$ cat src/rtl/uart_pkg.sv
// Shared definitions for the serial hex loader: ASCII codes, receiver state
// encoding and small character helpers.
package uart_pkg;

    localparam logic [7:0] CHR_CR  = 8'h0D;
    localparam logic [7:0] CHR_LF  = 8'h0A;
    localparam logic [7:0] CHR_DOT = 8'h2E;

    typedef enum logic [2:0] {
        RX_IDLE      = 3'd0,
        RX_START     = 3'd1,
        RX_DATA      = 3'd2,
        RX_STOP      = 3'd3,
        RX_WAIT_IDLE = 3'd4
    } rx_state_e;

    function automatic int clks_per_bit(input int clk_hz, input int baud);
        return clk_hz / baud;
    endfunction

    function automatic logic is_hex(input logic [7:0] c);
        return ((c >= 8'h30) && (c <= 8'h39)) ||
               ((c >= 8'h41) && (c <= 8'h46)) ||
               ((c >= 8'h61) && (c <= 8'h66));
    endfunction

    // Letters land on 0x_1..0x_6 in both cases, so +9 gives 10..15.
    function automatic logic [3:0] hex_val(input logic [7:0] c);
        return (c <= 8'h39) ? c[3:0] : (c[3:0] + 4'd9);
    endfunction

endpackage

$ cat src/rtl/uart_hex_loader_if.sv
// Bundle between the serial/display world and the hex loader core.
interface uart_hex_loader_if import uart_pkg::*; ();

    logic        usb_rx;
    logic        err_clr;
    logic [15:0] disp_value;
    logic [3:0]  disp_dots;
    logic        disp_update;
    logic        err_frame;
    logic        err_char;
    rx_state_e   dbg_rx_state;

    // disp_update is a one-cycle valid with no ready: the display always
    // accepts, and disp_value/disp_dots hold steady until the next pulse.
    modport master (
        output usb_rx, err_clr,
        input  disp_value, disp_dots, disp_update, err_frame, err_char, dbg_rx_state
    );

    modport slave (
        input  usb_rx, err_clr,
        output disp_value, disp_dots, disp_update, err_frame, err_char, dbg_rx_state
    );

endinterface

$ cat src/rtl/uart_rx_8n1.sv
// 8N1 serial receiver: two-flop synchronizer plus a mid-bit sampling FSM.
// Emits one-cycle rx_valid_o / frame_err_o pulses.
module uart_rx_8n1 import uart_pkg::*; #(
    parameter int CLKS_PER_BIT = 100
) (
    input  logic       clk,
    input  logic       rst_n,
    input  logic       rx_i,
    output logic [7:0] rx_byte_o,
    output logic       rx_valid_o,
    output logic       frame_err_o,
    output rx_state_e  state_o
);

    if (CLKS_PER_BIT < 4) begin : g_bad_baud
        $error("uart_rx_8n1: CLKS_PER_BIT must be at least 4");
    end

    localparam int CNT_W = $clog2(CLKS_PER_BIT);
    localparam logic [CNT_W-1:0] FULL_LAST = CNT_W'(CLKS_PER_BIT - 1);
    localparam logic [CNT_W-1:0] HALF_LAST = CNT_W'(CLKS_PER_BIT / 2 - 1);

    logic             rx_meta_q;
    logic             rx_sync_q;
    rx_state_e        state_q;
    logic [CNT_W-1:0] cnt_q;
    logic [2:0]       bit_q;
    logic [7:0]       shift_q;
    logic [7:0]       rx_byte_q;
    logic             rx_valid_q;
    logic             frame_err_q;

    // Idle-high reset value keeps a quiet line from looking like a start bit.
    always_ff @(posedge clk or negedge rst_n) begin
        if (!rst_n) begin
            rx_meta_q <= 1'b1;
            rx_sync_q <= 1'b1;
        end else begin
            rx_meta_q <= rx_i;
            rx_sync_q <= rx_meta_q;
        end
    end

    always_ff @(posedge clk or negedge rst_n) begin
        if (!rst_n) begin
            state_q     <= RX_IDLE;
            cnt_q       <= '0;
            bit_q       <= '0;
            shift_q     <= '0;
            rx_byte_q   <= '0;
            rx_valid_q  <= 1'b0;
            frame_err_q <= 1'b0;
        end else begin
            rx_valid_q  <= 1'b0;
            frame_err_q <= 1'b0;
            case (state_q)
                RX_IDLE: begin
                    cnt_q <= '0;
                    bit_q <= '0;
                    if (!rx_sync_q) state_q <= RX_START;
                end
                RX_START: begin
                    if (cnt_q == HALF_LAST) begin
                        cnt_q   <= '0;
                        state_q <= rx_sync_q ? RX_IDLE : RX_DATA;
                    end else begin
                        cnt_q <= cnt_q + 1'b1;
                    end
                end
                RX_DATA: begin
                    if (cnt_q == FULL_LAST) begin
                        cnt_q   <= '0;
                        shift_q <= {rx_sync_q, shift_q[7:1]};
                        bit_q   <= bit_q + 3'd1;
                        if (bit_q == 3'd7) state_q <= RX_STOP;
                    end else begin
                        cnt_q <= cnt_q + 1'b1;
                    end
                end
                RX_STOP: begin
                    if (cnt_q == FULL_LAST) begin
                        cnt_q <= '0;
                        if (rx_sync_q) begin
                            rx_byte_q  <= shift_q;
                            rx_valid_q <= 1'b1;
                            state_q    <= RX_IDLE;
                        end else begin
                            frame_err_q <= 1'b1;
                            state_q     <= RX_WAIT_IDLE;
                        end
                    end else begin
                        cnt_q <= cnt_q + 1'b1;
                    end
                end
                RX_WAIT_IDLE: begin
                    if (rx_sync_q) state_q <= RX_IDLE;
                end
                default: state_q <= RX_IDLE;
            endcase
        end
    end

    assign rx_byte_o   = rx_byte_q;
    assign rx_valid_o  = rx_valid_q;
    assign frame_err_o = frame_err_q;
    assign state_o     = state_q;

endmodule

$ cat src/rtl/uart_hex_loader.sv
// Parses received ASCII hex digits and dots into a 4-digit staged value and
// commits it to the display registers on CR/LF.
module uart_hex_loader import uart_pkg::*; #(
    parameter int CLK_HZ = 100_000_000,
    parameter int BAUD   = 1_000_000
) (
    input  logic               clk,
    input  logic               rst_n,
    uart_hex_loader_if.slave   bus
);

    localparam int CLKS_PER_BIT = clks_per_bit(CLK_HZ, BAUD);

    logic [7:0] rx_byte;
    logic       rx_valid;
    logic       frame_err;
    rx_state_e  rx_state;

    uart_rx_8n1 #(
        .CLKS_PER_BIT(CLKS_PER_BIT)
    ) u_rx (
        .clk        (clk),
        .rst_n      (rst_n),
        .rx_i       (bus.usb_rx),
        .rx_byte_o  (rx_byte),
        .rx_valid_o (rx_valid),
        .frame_err_o(frame_err),
        .state_o    (rx_state)
    );

    logic [15:0] stage_q,     stage_d;
    logic [3:0]  dstage_q,    dstage_d;
    logic [2:0]  nib_cnt_q,   nib_cnt_d;
    logic [15:0] value_q,     value_d;
    logic [3:0]  dots_q,      dots_d;
    logic        update_q,    update_d;
    logic        err_frame_q, err_frame_d;
    logic        err_char_q,  err_char_d;

    always_comb begin
        stage_d     = stage_q;
        dstage_d    = dstage_q;
        nib_cnt_d   = nib_cnt_q;
        value_d     = value_q;
        dots_d      = dots_q;
        update_d    = 1'b0;
        // A new error in the same cycle as err_clr keeps the flag set.
        err_frame_d = frame_err | (err_frame_q & ~bus.err_clr);
        err_char_d  = err_char_q & ~bus.err_clr;
        if (rx_valid) begin
            if (is_hex(rx_byte)) begin
                stage_d   = {stage_q[11:0], hex_val(rx_byte)};
                dstage_d  = {dstage_q[2:0], 1'b0};
                nib_cnt_d = (nib_cnt_q == 3'd4) ? 3'd4 : (nib_cnt_q + 3'd1);
            end else if (rx_byte == CHR_DOT) begin
                dstage_d = dstage_q | 4'b0001;
            end else if ((rx_byte == CHR_CR) || (rx_byte == CHR_LF)) begin
                if (nib_cnt_q != 3'd0) begin
                    value_d  = stage_q;
                    dots_d   = dstage_q;
                    update_d = 1'b1;
                end
                stage_d   = '0;
                dstage_d  = '0;
                nib_cnt_d = '0;
            end else begin
                err_char_d = 1'b1;
                stage_d    = '0;
                dstage_d   = '0;
                nib_cnt_d  = '0;
            end
        end
    end

    always_ff @(posedge clk or negedge rst_n) begin
        if (!rst_n) begin
            stage_q     <= '0;
            dstage_q    <= '0;
            nib_cnt_q   <= '0;
            value_q     <= '0;
            dots_q      <= '0;
            update_q    <= 1'b0;
            err_frame_q <= 1'b0;
            err_char_q  <= 1'b0;
        end else begin
            stage_q     <= stage_d;
            dstage_q    <= dstage_d;
            nib_cnt_q   <= nib_cnt_d;
            value_q     <= value_d;
            dots_q      <= dots_d;
            update_q    <= update_d;
            err_frame_q <= err_frame_d;
            err_char_q  <= err_char_d;
        end
    end

    assign bus.disp_value   = value_q;
    assign bus.disp_dots    = dots_q;
    assign bus.disp_update  = update_q;
    assign bus.err_frame    = err_frame_q;
    assign bus.err_char     = err_char_q;
    assign bus.dbg_rx_state = rx_state;

endmodule

$ cat src/flat_wrapper.sv
// flat-port wrapper written by rule: the top's interface ports become plain ports
module uart_hex_loader_flat import uart_pkg::*;
#(
    parameter int CLK_HZ = 100_000_000,
    parameter int BAUD   = 1_000_000
)
  (clk, rst_n, bus_usb_rx, bus_err_clr, bus_disp_value, bus_disp_dots, bus_disp_update, bus_err_frame, bus_err_char, bus_dbg_rx_state);
  uart_hex_loader_if bus_i ();
  input  logic clk;
  input  logic rst_n;
  input wire logic [$bits(bus_i.usb_rx)-1:0] bus_usb_rx;
  input wire logic [$bits(bus_i.err_clr)-1:0] bus_err_clr;
  output wire logic [$bits(bus_i.disp_value)-1:0] bus_disp_value;
  output wire logic [$bits(bus_i.disp_dots)-1:0] bus_disp_dots;
  output wire logic [$bits(bus_i.disp_update)-1:0] bus_disp_update;
  output wire logic [$bits(bus_i.err_frame)-1:0] bus_err_frame;
  output wire logic [$bits(bus_i.err_char)-1:0] bus_err_char;
  output wire logic [$bits(bus_i.dbg_rx_state)-1:0] bus_dbg_rx_state;
  assign bus_i.usb_rx = bus_usb_rx;
  assign bus_i.err_clr = bus_err_clr;
  assign bus_disp_value = bus_i.disp_value;
  assign bus_disp_dots = bus_i.disp_dots;
  assign bus_disp_update = bus_i.disp_update;
  assign bus_err_frame = bus_i.err_frame;
  assign bus_err_char = bus_i.err_char;
  assign bus_dbg_rx_state = bus_i.dbg_rx_state;
  uart_hex_loader #(.CLK_HZ(CLK_HZ), .BAUD(BAUD)) u_core (.clk(clk), .rst_n(rst_n), .bus(bus_i));
endmodule
$ cat config.mk
export PLATFORM = sky130hd
export DESIGN_NAME = uart_hex_loader_flat
export DESIGN_NICKNAME = d
export VERILOG_FILES = /design/src/rtl/uart_pkg.sv /design/src/rtl/uart_hex_loader_if.sv /design/src/rtl/uart_rx_8n1.sv /design/src/rtl/uart_hex_loader.sv /design/src/flat_wrapper.sv
export SDC_FILE = /design/constraint.sdc
export NUM_CORES = 1
export LEC_CHECK = 0
export ABC_AREA = 1
export CAP_MARGIN = 10
export CORE_MARGIN = 3
export CORE_UTILIZATION = 52
export DETAILED_ROUTE_END_ITERATION = 8
export PLACE_DENSITY = 0.72
export SLEW_MARGIN = 10
export SYNTH_ARGS = -nofsm -noshare
export SYNTH_HDL_FRONTEND = slang
export SYNTH_HIERARCHICAL = 1
export SYNTH_SLANG_ARGS = --single-unit
$ cat constraint.sdc
create_clock -name clk -period 1.7 [get_ports clk]
set_clock_uncertainty 0.2 [all_clocks]
set_input_delay 0.17 -clock clk [delete_from_list [all_inputs] [get_ports clk]]
set_output_delay 0.17 -clock clk [all_outputs]
set_load 0.05 [all_outputs]
==> impl_metrics.yaml <==
sta:
  setup_tns_ns: -2.38
  finalCriticalPeriod_ns: 1.78
  fin_ws_ns: -0.0786
  hold_violations: 0
  setup_viol: 56
  report.final.slew_viol_count: 0
  clock.fmax_ghz: 0.562
  finalCritPeriodShare: 1.05
  whs_ns: 0.0319
  tightest_slew_ns: 0.466
  rsz0062_at_grt: "yes"
  slew_headroom: 0.688
setup_path:
  cp_cell_sequence: "inv_4, ha_4, nand3_4, a21oi_4, nand3b_4, clkbuf_16, nand2_2, o21ai_2"
  crit_path_end_kind: "flop"
  cp_max_fo: 12
  crit_buf_inv: 2
  startpoint_type: "flop"
  cp-startpoint: "u_core/u_rx/rx_byte_o[0]"
  slowest_stage: "dfrtp_2"
  arrival_ns: 1.83
  max_stage_delay_ns: 0.46
  crit_type: "reg -> reg"
  critical_path_required_ns: 1.75
  crit_family: "flip-flops"
  r2r_start: "u_core/u_rx/rx_byte_o[0]"
flow_run:
  drv_cap: 0
global_routing:
  grt_remaining_overflow: 0
  grt_use_total: 0.190
  grt_pass1_vias: 2860
  antenna_found_initial: 0
  grt_max_degree: 30
  grt_pass1_wl_um: 12900
synth:
  syn_area_um2: 3780
  syn_area_per_cell_um2: 8.99
  yosysSeqAreaShare: 0.523
  yosys_warnings: 6
  ys_types: 32
  synth_nets: 435
  ys_seq_elements: 79
  syn_inst: 421
route:
  num_vias: 3089
  wl_um: 8800
  drt-initial-drc-count: 138
  postRouteAntennaNets: 0
  drc: 0
  drtPass1Iterations: 4
  routedWlPerCell_um: 14.8
  avgViaCountPerCell: 5.20
clock_network:
  clock_tree.buffer_depth: 2
  clock-sinks: 79
  clock_latency_ns: 0.35
  cts_tree: "yes"
  path_clk_slew_ns: 0.09
  cts_inserted_buffers: 9
  cts_root_buffer: "clkbuf_8"
  h-tree-depth: 3
status:
  violations: "negative setup slack"
  status: "finished with violations"
place:
  hpwl_um: 5100
  port_buffers: 29
  place_congestion: 0.873
  dp_cells: 561
power_and_ir_drop:
  ir_worst_vdd_mv: 0.459
  p_leak_nw: 2.54
  pwr_density_cell_nw_per_um2: 612
  power_mw: 3.22
floorplan:
  std_cell_rows: 30
  die_area_um2: 8340
  die_h_um: 91.3
  die_width_um: 91.3
  io_pins: 30
  core_um2: 6910
  start_util: 0.548
layout:
  syn2layout_area_growth_pct: 39.3
  final_cell_mix: "82 x nand2_1, 71 x dfrtp_1, 46 x inv_1"
  drive_above_1_share: 0.470
  layoutNonFillerInstCount: 594
  nets: 507
  final_core_util: 0.763
  n_antenna_cell: 0
  final_common_cell: "nand2_1"
hold_path:
  hold_class: "in -> reg"
  min_from: "bus_usb_rx"
## power by group
part | internal [mW] | switching (mW) | leakage (nW) | total [mW]
registers | 1.88 | 0.00481 | 1.07 | 1.89
logic | 0.0159 | 0.0411 | 1.39 | 0.0570
clock network | 0.542 | 0.738 | 0.0785 | 1.28
## layer usage
metal,track usage,part of all wire
met1,0.240,0.41
met2,0.324,0.54
met3,0.0373,0.037
met4,0.0691,0.014
met5,0,0
## path summary, 6_finish.rpt
path / endpoint / slack (ns) / cells after the start
setup / recovery: u_core/bus.disp_value[3] / -0.08 / 8
setup reg to reg: u_core/bus.disp_value[3] / -0.08 / 8
max in group asynchronous: u_core/u_rx/rx_sync_q / 0.66 / 3
hold reg to reg: u_core/u_rx/rx_sync_q / 0.16 / 0
min in group asynchronous: u_core/bus.disp_dots[2] / 0.09 / 2
hold / removal: u_core/u_rx/rx_meta_q / 0.03 / 1
## registers in the layout (all words and copies together) (netlist names)
name and count:
u_core/dstage_q 4, u_core/u_rx/state_o 3, u_core/bus.err_char 1, u_core/bus.disp_update 1, u_core/u_rx/rx_valid_o 1, u_core/stage_q 16, u_core/bus.err_frame 1, u_core/u_rx/frame_err_o 1
u_core/nib_cnt_q 3, u_core/u_rx/cnt_q 7, u_core/u_rx/rx_sync_q 1, u_core/u_rx/shift_q 8, u_core/u_rx/bit_q 3, u_core/bus.disp_dots 4, u_core/bus.disp_value 16, u_core/u_rx/rx_byte_o 8
u_core/u_rx/rx_meta_q 1
## logic make-up (layout without fill, tap and decap cells)
kind of cell	Yosys count	count (layout)	synth area share
AO/OA/AOI/OAI	62	62	0.114
flip-flops	79	79	0.523
XOR/XNOR	3	3	0.00695
adder cells (fa/ha/maj)	10	10	0.0331
buffers and inverters	72	148	0.0883
AND/OR/NAND/NOR	195	196	0.234
## worst register-to-register path: cells and delay by family (launching register included)
kind                       cells  cell delay (ns)
AOI/OAI and AO/OA              2             0.24
adders and majority gates      1             0.16
buffers and inverters          2             0.32
DFF                            1             0.46
and+or+nand+nor                3             0.32
## through the flow
stage               instance area, µm²  setup WS [ns]
floorplan                         3790        0.00632
finish                            5270        -0.0786
CTS                               4550        -0.0605
global route                      5270         -0.166
global placement                  4330        -0.0371
detailed placement                4330        -0.0915
## cell usage after synthesis
cell      instances  area (µm²)
nand3b_4          1        20.0
xor2_1            2        17.5
ha_1             10         125
inv_1            54         203
nand4_1           6        37.5
nand3_4           1        17.5
nor4_1            1        6.26
nor3_2            1        10.0
o21ai_1          10        50.1
dfrtp_1          77        1930
a21oi_2           2        17.5
buf_6             7        78.8
nand2_4           1        11.3
inv_2             8        30.0
nor2_1           18        67.6
nand2_1         130         488
xnor2_1           1        8.76
nor2_4            3        33.8
o21ai_0          15        75.1
nor3_1            1        5.00
o211ai_1          1        7.51
o21ai_2          28         245
nor2_2            1        6.26
nand3_1          23         115
dfstp_2           2        52.6
nand3_2           2        20.0
a21oi_1           3        15.0
nand2_2           5        31.3
o21bai_1          1        7.51
a21o_1            2        15.0
buf_4             3        22.5
nor3_4            1        16.3
## timing repair
item,in CTS,in global routing
endpoints found under the hold margin,77,0
pin swaps,1,31
gates cloned,1,7
setup buffers,0,8
setup endpoints to repair,50,71
gates resized for setup,8,141
hold buffers,1,0
## final cells by class
type / count / area (µm²)
sequential: 79 / 1990
timing repair buffer: 70 / 795
clock buffer: 9 / 124
fill: 453 / 1640
multi-input combinational: 271 / 1920
inverter: 62 / 265
clock inverter: 7 / 56.3
tap: 96 / 120
Note: power is estimated with default switching activity, not from simulation.
